--- src/rtl/bcd_a_binario_secuencial_pkg.sv ---
// Shared definitions for the sequential BCD-to-binary converter.
// Holds the FSM state encoding, the default sizing of the converter
// and the width of its iteration counter.
package bcd_a_binario_secuencial_pkg;

  // FSM state encoding, also driven out on the debug port as raw bits.
  typedef enum logic [1:0] {
    IDLE  = 2'b00,
    SHIFT = 2'b01,
    DONE  = 2'b10
  } estado_t;

  // Default sizing: three digits (000..999) fit in ten binary bits.
  localparam int NUM_DIGITS_DEF = 3;
  localparam int BIN_WIDTH_DEF  = 10;

  // Counter width for the default size: ceil(log2(BIN_WIDTH_DEF + 1)).
  localparam int CNT_W_DEF = $clog2(BIN_WIDTH_DEF + 1);

endpackage

--- src/rtl/bcd_a_binario_secuencial_correccion.sv ---
// correccion_digito_bcd
// Per-digit correction step of reverse double dabble. After the
// right shift a digit that reached 8 or more carries an extra weight
// from the upper digit that belongs to the binary side, so 3 is
// taken off (modulo 16). Digits below 8 pass unchanged, so the
// subtraction can never underflow.
// Ports:
//   d : shifted BCD digit
//   q : corrected BCD digit
module correccion_digito_bcd (
  input  logic [3:0] d,
  output logic [3:0] q
);

  assign q = (d >= 4'd8) ? (d - 4'd3) : d;

endmodule

--- src/rtl/bcd_a_binario_secuencial.sv ---
// bcd_a_binario_secuencial
// Sequential BCD-to-binary converter (reverse double dabble: shift
// right, then subtract 3 from every BCD digit that is 8 or more).
// A scratch register {bcd, bin} is shifted once per clock for
// BIN_WIDTH clocks; the bin half then holds the binary value.
//
// Handshake with the controller: a request is the level of inicio
// sampled on a rising edge while the FSM is in IDLE; that edge is the
// acceptance and bcdEntrada is captured on it. inicio is ignored in
// any other state (no queuing). ocupado is high for every SHIFT cycle;
// listo is high for exactly one cycle when binario/errorBCD are valid,
// after which the converter is back in IDLE and may accept again.
//
// Ports:
//   clkNexys2  : system clock, rising edge
//   Reset      : asynchronous active-low reset
//   inicio     : start request
//   bcdEntrada : packed digits, bits [3:0] are unidades
//   binario    : converted value, held until the next result
//   ocupado    : conversion in progress
//   listo      : one-cycle result-valid pulse
//   errorBCD   : some input digit was above 9, held with binario
//   estado     : current FSM state (debug)
module bcd_a_binario_secuencial
  import bcd_a_binario_secuencial_pkg::*;
#(
  parameter int NUM_DIGITS = NUM_DIGITS_DEF,
  parameter int BIN_WIDTH  = BIN_WIDTH_DEF
) (
  input  logic                    clkNexys2,
  input  logic                    Reset,
  input  logic                    inicio,
  input  logic [4*NUM_DIGITS-1:0] bcdEntrada,
  output logic [BIN_WIDTH-1:0]    binario,
  output logic                    ocupado,
  output logic                    listo,
  output logic                    errorBCD,
  output logic [1:0]              estado
);

  localparam int BCD_W = 4 * NUM_DIGITS;
  localparam int SCR_W = BCD_W + BIN_WIDTH;
  localparam int CNT_W = $clog2(BIN_WIDTH + 1);

  estado_t state, next_state;

  logic [SCR_W-1:0] scratch;
  logic [SCR_W-1:0] shifted;
  logic [SCR_W-1:0] corrected;
  logic [CNT_W-1:0] cnt;
  logic             digits_ok;
  logic             last_iter;

  // All digits must be 0..9 for the conversion to be meaningful.
  always_comb begin
    digits_ok = 1'b1;
    for (int i = 0; i < NUM_DIGITS; i++) begin
      if (bcdEntrada[4*i +: 4] > 4'd9) digits_ok = 1'b0;
    end
  end

  // One iteration: shift the whole register right, then correct each
  // BCD digit of the shifted value. The bin half needs no correction.
  assign shifted = scratch >> 1;
  assign corrected[BIN_WIDTH-1:0] = shifted[BIN_WIDTH-1:0];

  for (genvar g = 0; g < NUM_DIGITS; g++) begin : g_corr
    correccion_digito_bcd u_corr (
      .d (shifted[BIN_WIDTH + 4*g +: 4]),
      .q (corrected[BIN_WIDTH + 4*g +: 4])
    );
  end

  // The iteration performed in this SHIFT cycle is the last one.
  assign last_iter = (cnt == CNT_W'(BIN_WIDTH - 1));

  // FSM state register.
  always_ff @(posedge clkNexys2 or negedge Reset) begin
    if (!Reset) state <= IDLE;
    else        state <= next_state;
  end

  // FSM next state and Moore outputs.
  always_comb begin
    next_state = state;
    ocupado    = 1'b0;
    listo      = 1'b0;
    case (state)
      IDLE: begin
        if (inicio) next_state = digits_ok ? SHIFT : DONE;
      end
      SHIFT: begin
        ocupado = 1'b1;
        if (last_iter) next_state = DONE;
      end
      DONE: begin
        listo      = 1'b1;
        next_state = IDLE;
      end
      default: next_state = IDLE;
    endcase
  end

  assign estado = state;

  // Datapath: scratch register, iteration counter and held results.
  // binario/errorBCD are only written on the edge that enters DONE.
  always_ff @(posedge clkNexys2 or negedge Reset) begin
    if (!Reset) begin
      scratch  <= '0;
      cnt      <= '0;
      binario  <= '0;
      errorBCD <= 1'b0;
    end else begin
      case (state)
        IDLE: begin
          if (inicio) begin
            if (digits_ok) begin
              scratch <= {bcdEntrada, {BIN_WIDTH{1'b0}}};
              cnt     <= '0;
            end else begin
              errorBCD <= 1'b1;
              binario  <= '0;
            end
          end
        end
        SHIFT: begin
          scratch <= corrected;
          cnt     <= cnt + CNT_W'(1);
          if (last_iter) begin
            binario  <= corrected[BIN_WIDTH-1:0];
            errorBCD <= 1'b0;
          end
        end
        default: begin
        end
      endcase
    end
  end

endmodule
--- config.mk ---
export PLATFORM = sky130hd
export DESIGN_NAME = bcd_a_binario_secuencial
export DESIGN_NICKNAME = d
export VERILOG_FILES = /design/src/rtl/bcd_a_binario_secuencial_pkg.sv /design/src/rtl/bcd_a_binario_secuencial_correccion.sv /design/src/rtl/bcd_a_binario_secuencial.sv
export SDC_FILE = /design/constraint.sdc
export NUM_CORES = 1
export LEC_CHECK = 0
export CAP_MARGIN = 20
export CORE_UTILIZATION = 51
export DETAILED_ROUTE_END_ITERATION = 7
export PLACE_DENSITY = 0.75
export SYNTH_ARGS = -nofsm -noshare
export SYNTH_HDL_FRONTEND = slang
export SYNTH_HIERARCHICAL = 1
export SYNTH_SLANG_ARGS = --single-unit
--- constraint.sdc ---
create_clock -name clkNexys2 -period 3.25 [get_ports clkNexys2]
set_input_delay 0.65 -clock clkNexys2 [delete_from_list [all_inputs] [get_ports clkNexys2]]
set_output_delay 0.65 -clock clkNexys2 [all_outputs]
set_load 0.03 [all_outputs]
==> flow_metrics.env <==
export IMPL_status="finished, final reports clean"
export IMPL_layoutNonFillerInstCount=308
export IMPL_clk_pin_slew_worst_paths_ns=0.08
export IMPL_period_needed_ns=2.487
export IMPL_die_area_um2=4726
export IMPL_slew_headroom_pct=43.31
export IMPL_r2r_worst_path_cells=5
export IMPL_cts_setup_buffers=0
export IMPL_crit_chain="buf_4 > clkdlybuf4s50_1"
export IMPL_first_pass_iters=4
export IMPL_combinationalPowerShare_pct=48.0
export IMPL_maxSlewViolCount=0
export IMPL_clockPowerShare_pct=13.7
export IMPL_synth_seq_cells=38
export IMPL_ys_seq_area_share_pct=41.85
export IMPL_timing_critical_path_from="estado[0]$_DFFE_PN0P_"
export IMPL_grtUsageTotal_pct=22.54
export IMPL_cts_hold_repair_buffers=0
export IMPL_core_area_um2=4144
export IMPL_crit_required_ns=2.60
export IMPL_placementRows=23
export IMPL_grt_max_degree=39
export IMPL_vdd_drop_max_mv=0.4091
export IMPL_hold_viol=0
export IMPL_r2r_start="estado[0]$_DFFE_PN0P_"
export IMPL_io_buffers=29
export IMPL_vias=1716
export IMPL_start_util_pct=54.83
export IMPL_vias_per_cell=5.571
export IMPL_num_antenna_cells=0
export IMPL_insertion_delay_ns=0.29
export IMPL_timing_fmax_mhz=402.0
export IMPL_p_sw_w=0.0008838
export IMPL_seqPwrFrac_pct=38.3
export IMPL_crit_fanout=14
export IMPL_drt_iter0_markers=110
export IMPL_routed_wl_mm=4.562
export IMPL_cts_resized_gates=0
export IMPL_h_tree_depth=2
export IMPL_arrival_ns=1.84
export IMPL_antenna_found_initial=0
export IMPL_path_delay_family="buffers and inverters"
export IMPL_final_nets=281
export IMPL_die_w_um=68.75
export IMPL_dp_cells=301
export IMPL_syn_to_final_growth_pct=19.00
export IMPL_rsz0062_at_grt="false"
export IMPL_syn_cell_area_um2=2272
export IMPL_grt_pass1_wl_mm=7.741
export IMPL_grt_ovfl_total=0
export IMPL_swShare_pct=39.63
export IMPL_cap_violations=0
export IMPL_worstSetupEndpointType="output port"
export IMPL_numCtsBuffers=5
export IMPL_period_share_pct=76.53
export IMPL_internal_power_w=0.001346
export IMPL_setup_tns_ns=0
export IMPL_postSynthCellCount=221
export IMPL_dp_hpwl_mm=3.145
export IMPL_cp_slowest_cell="clkdlybuf4s50_1"
export IMPL_cts_root_buf="clkbuf_8"
export IMPL_grt_pass1_vias=1617
export IMPL_drive_above_1_share_pct=14.73
export IMPL_layout_commonest_cell="dfrtp_1"
export IMPL_hold_class="in -> async"
export IMPL_clock_sinks=38
export IMPL_powerDensity_nw_per_um2=824.8
export IMPL_cp_start_kind="flip-flop"
export IMPL_crit_type="reg -> out"
export IMPL_setup_viol=0
export IMPL_p_leak_nw=1.169
export IMPL_worstPathBufferInverterCount=2
export IMPL_drc=0
export IMPL_async_reset_ff_share_pct=100.0
export IMPL_synth_flop_cell="dfrtp_1"
export IMPL_ant_nets=0
export IMPL_cts_tree="done"
export IMPL_io_pins=30
export IMPL_max_stage_delay_ns=0.67
export IMPL_synth_cell_types=42
export IMPL_clock_skew_ns=0.009271
export IMPL_rrSetupSlack_ns=1.23
export IMPL_ctsLongestPathBuffers=2
export IMPL_ys_warn_count=6
export IMPL_worst_pin_slew_ns=0.8503
export IMPL_final_cell_mix="dfrtp_1, clkdlybuf4s50_1, nand2_1"
export IMPL_avgSynthCellArea_um2=10.28
export IMPL_die_h_um=68.75
export IMPL_wire_per_inst_um=14.81
export IMPL_synth_edf_count=0
export IMPL_reg2reg_to="scratch[12]$_DFFE_PN0P_"
export IMPL_place_congestion=0.8043
## per-stage QoR
stage          area, um2  total power [W]  utilization, %  hold slack, ns  worst slack, ns
6_report            2704         0.002230           65.25          0.4676           0.7627
5_1_grt             2704         0.002396           65.25          0.5332           0.6706
4_1_cts             2704         0.002242           65.25          0.4936           0.7659
3_5_place_dp        2625         0.001929           63.35          0.4952           0.8360
3_3_place_gp        2625         0.001898           63.35          0.4932           0.8633
2_1_floorplan       2287         0.001638               -          0.3544            1.191
## logic make-up (layout without fill, tap and decap cells)
family / count (synthesis) / in the layout / synth area share (%)
other: 1 / 5 / 0.1650
AND/OR/NAND/NOR: 74 / 74 / 18.12
XOR/XNOR: 7 / 7 / 2.698
flip-flops: 38 / 38 / 41.85
multiplexers: 25 / 25 / 14.98
buffers and inverters: 28 / 61 / 5.561
AO/OA/AOI/OAI: 40 / 40 / 12.23
adder cells (fa/ha/maj): 8 / 8 / 4.405
## metal layers
| metal | share of wire [%] | routed length [um] | track usage (%) |
|---|---|---|---|
| met1 | 50 | 2290 | 31.68 |
| met2 | 45 | 2041 | 34.44 |
| met3 | 3.8 | 174 | 4.934 |
| met4 | 1.2 | 55 | 7.143 |
| met5 | 0 | 0 | 0 |
## area by class of cell
type | instances | area (um2)
flip-flops and latches | 38 | 950.9
clock inverters | 2 | 10.01
repair buffers | 35 | 330.3
inverters | 19 | 71.32
multi-input cells | 159 | 1210
clock buffers | 5 | 68.82
fillers | 335 | 1440
well taps | 50 | 62.56
## flip-flops by register name (all words and copies together) (netlist names)
register and count:
errorBCD 1, estado 2, binario 10, cnt 4
scratch 21
## how the worst max path moves through the flow
stage	to	slack, ns	cells after the start
6_report	estado[0]	0.76	2
3_3_place_gp	scratch[15]$_DFFE_PN0P_	0.86	5
2_1_floorplan	ocupado	1.19	5
3_5_place_dp	scratch[18]$_DFFE_PN0P_	0.84	5
4_1_cts	ocupado	0.77	3
5_1_grt	ocupado	0.67	3
## cell usage after synthesis (2+ instances only)
master	count	area, um2
a21oi_1	5	25.02
buf_2	2	10.01
buf_6	2	22.52
clkbuf_1	3	11.26
dfrtp_1	38	950.9
ha_1	8	100.1
inv_1	18	67.56
mux2_1	5	56.30
mux2_2	3	33.78
mux2_4	16	240.2
nand2_1	23	86.33
nand2b_1	7	43.79
nand3_1	11	55.05
nand4_1	10	62.56
nor2b_1	14	87.58
o211ai_1	10	75.07
o21ai_0	4	20.02
o21ai_1	12	60.06
or4_1	2	15.01
xnor2_1	3	26.28
xor2_1	4	35.03
## worst reg2reg max path, delay by kind of cell, from the launching register on
family / cells / cell delay (ns)
and+or+nand+nor: 1 / 0.15
muxes: 2 / 0.66
DFF: 1 / 0.64
buffers and inverters: 2 / 0.45
## power groups by stage
stage                     Combinational [W]  Clock (W)  Sequential (W)
after floorplan                    0.000775          0        0.000863
after detailed placement            0.00107          0        0.000859
final                               0.00107   0.000306        0.000854
after global routing                0.00118   0.000332        0.000885
after CTS                           0.00108   0.000313        0.000852
after global placement              0.00104          0        0.000854
Note: power is estimated with default switching activity, not from simulation.
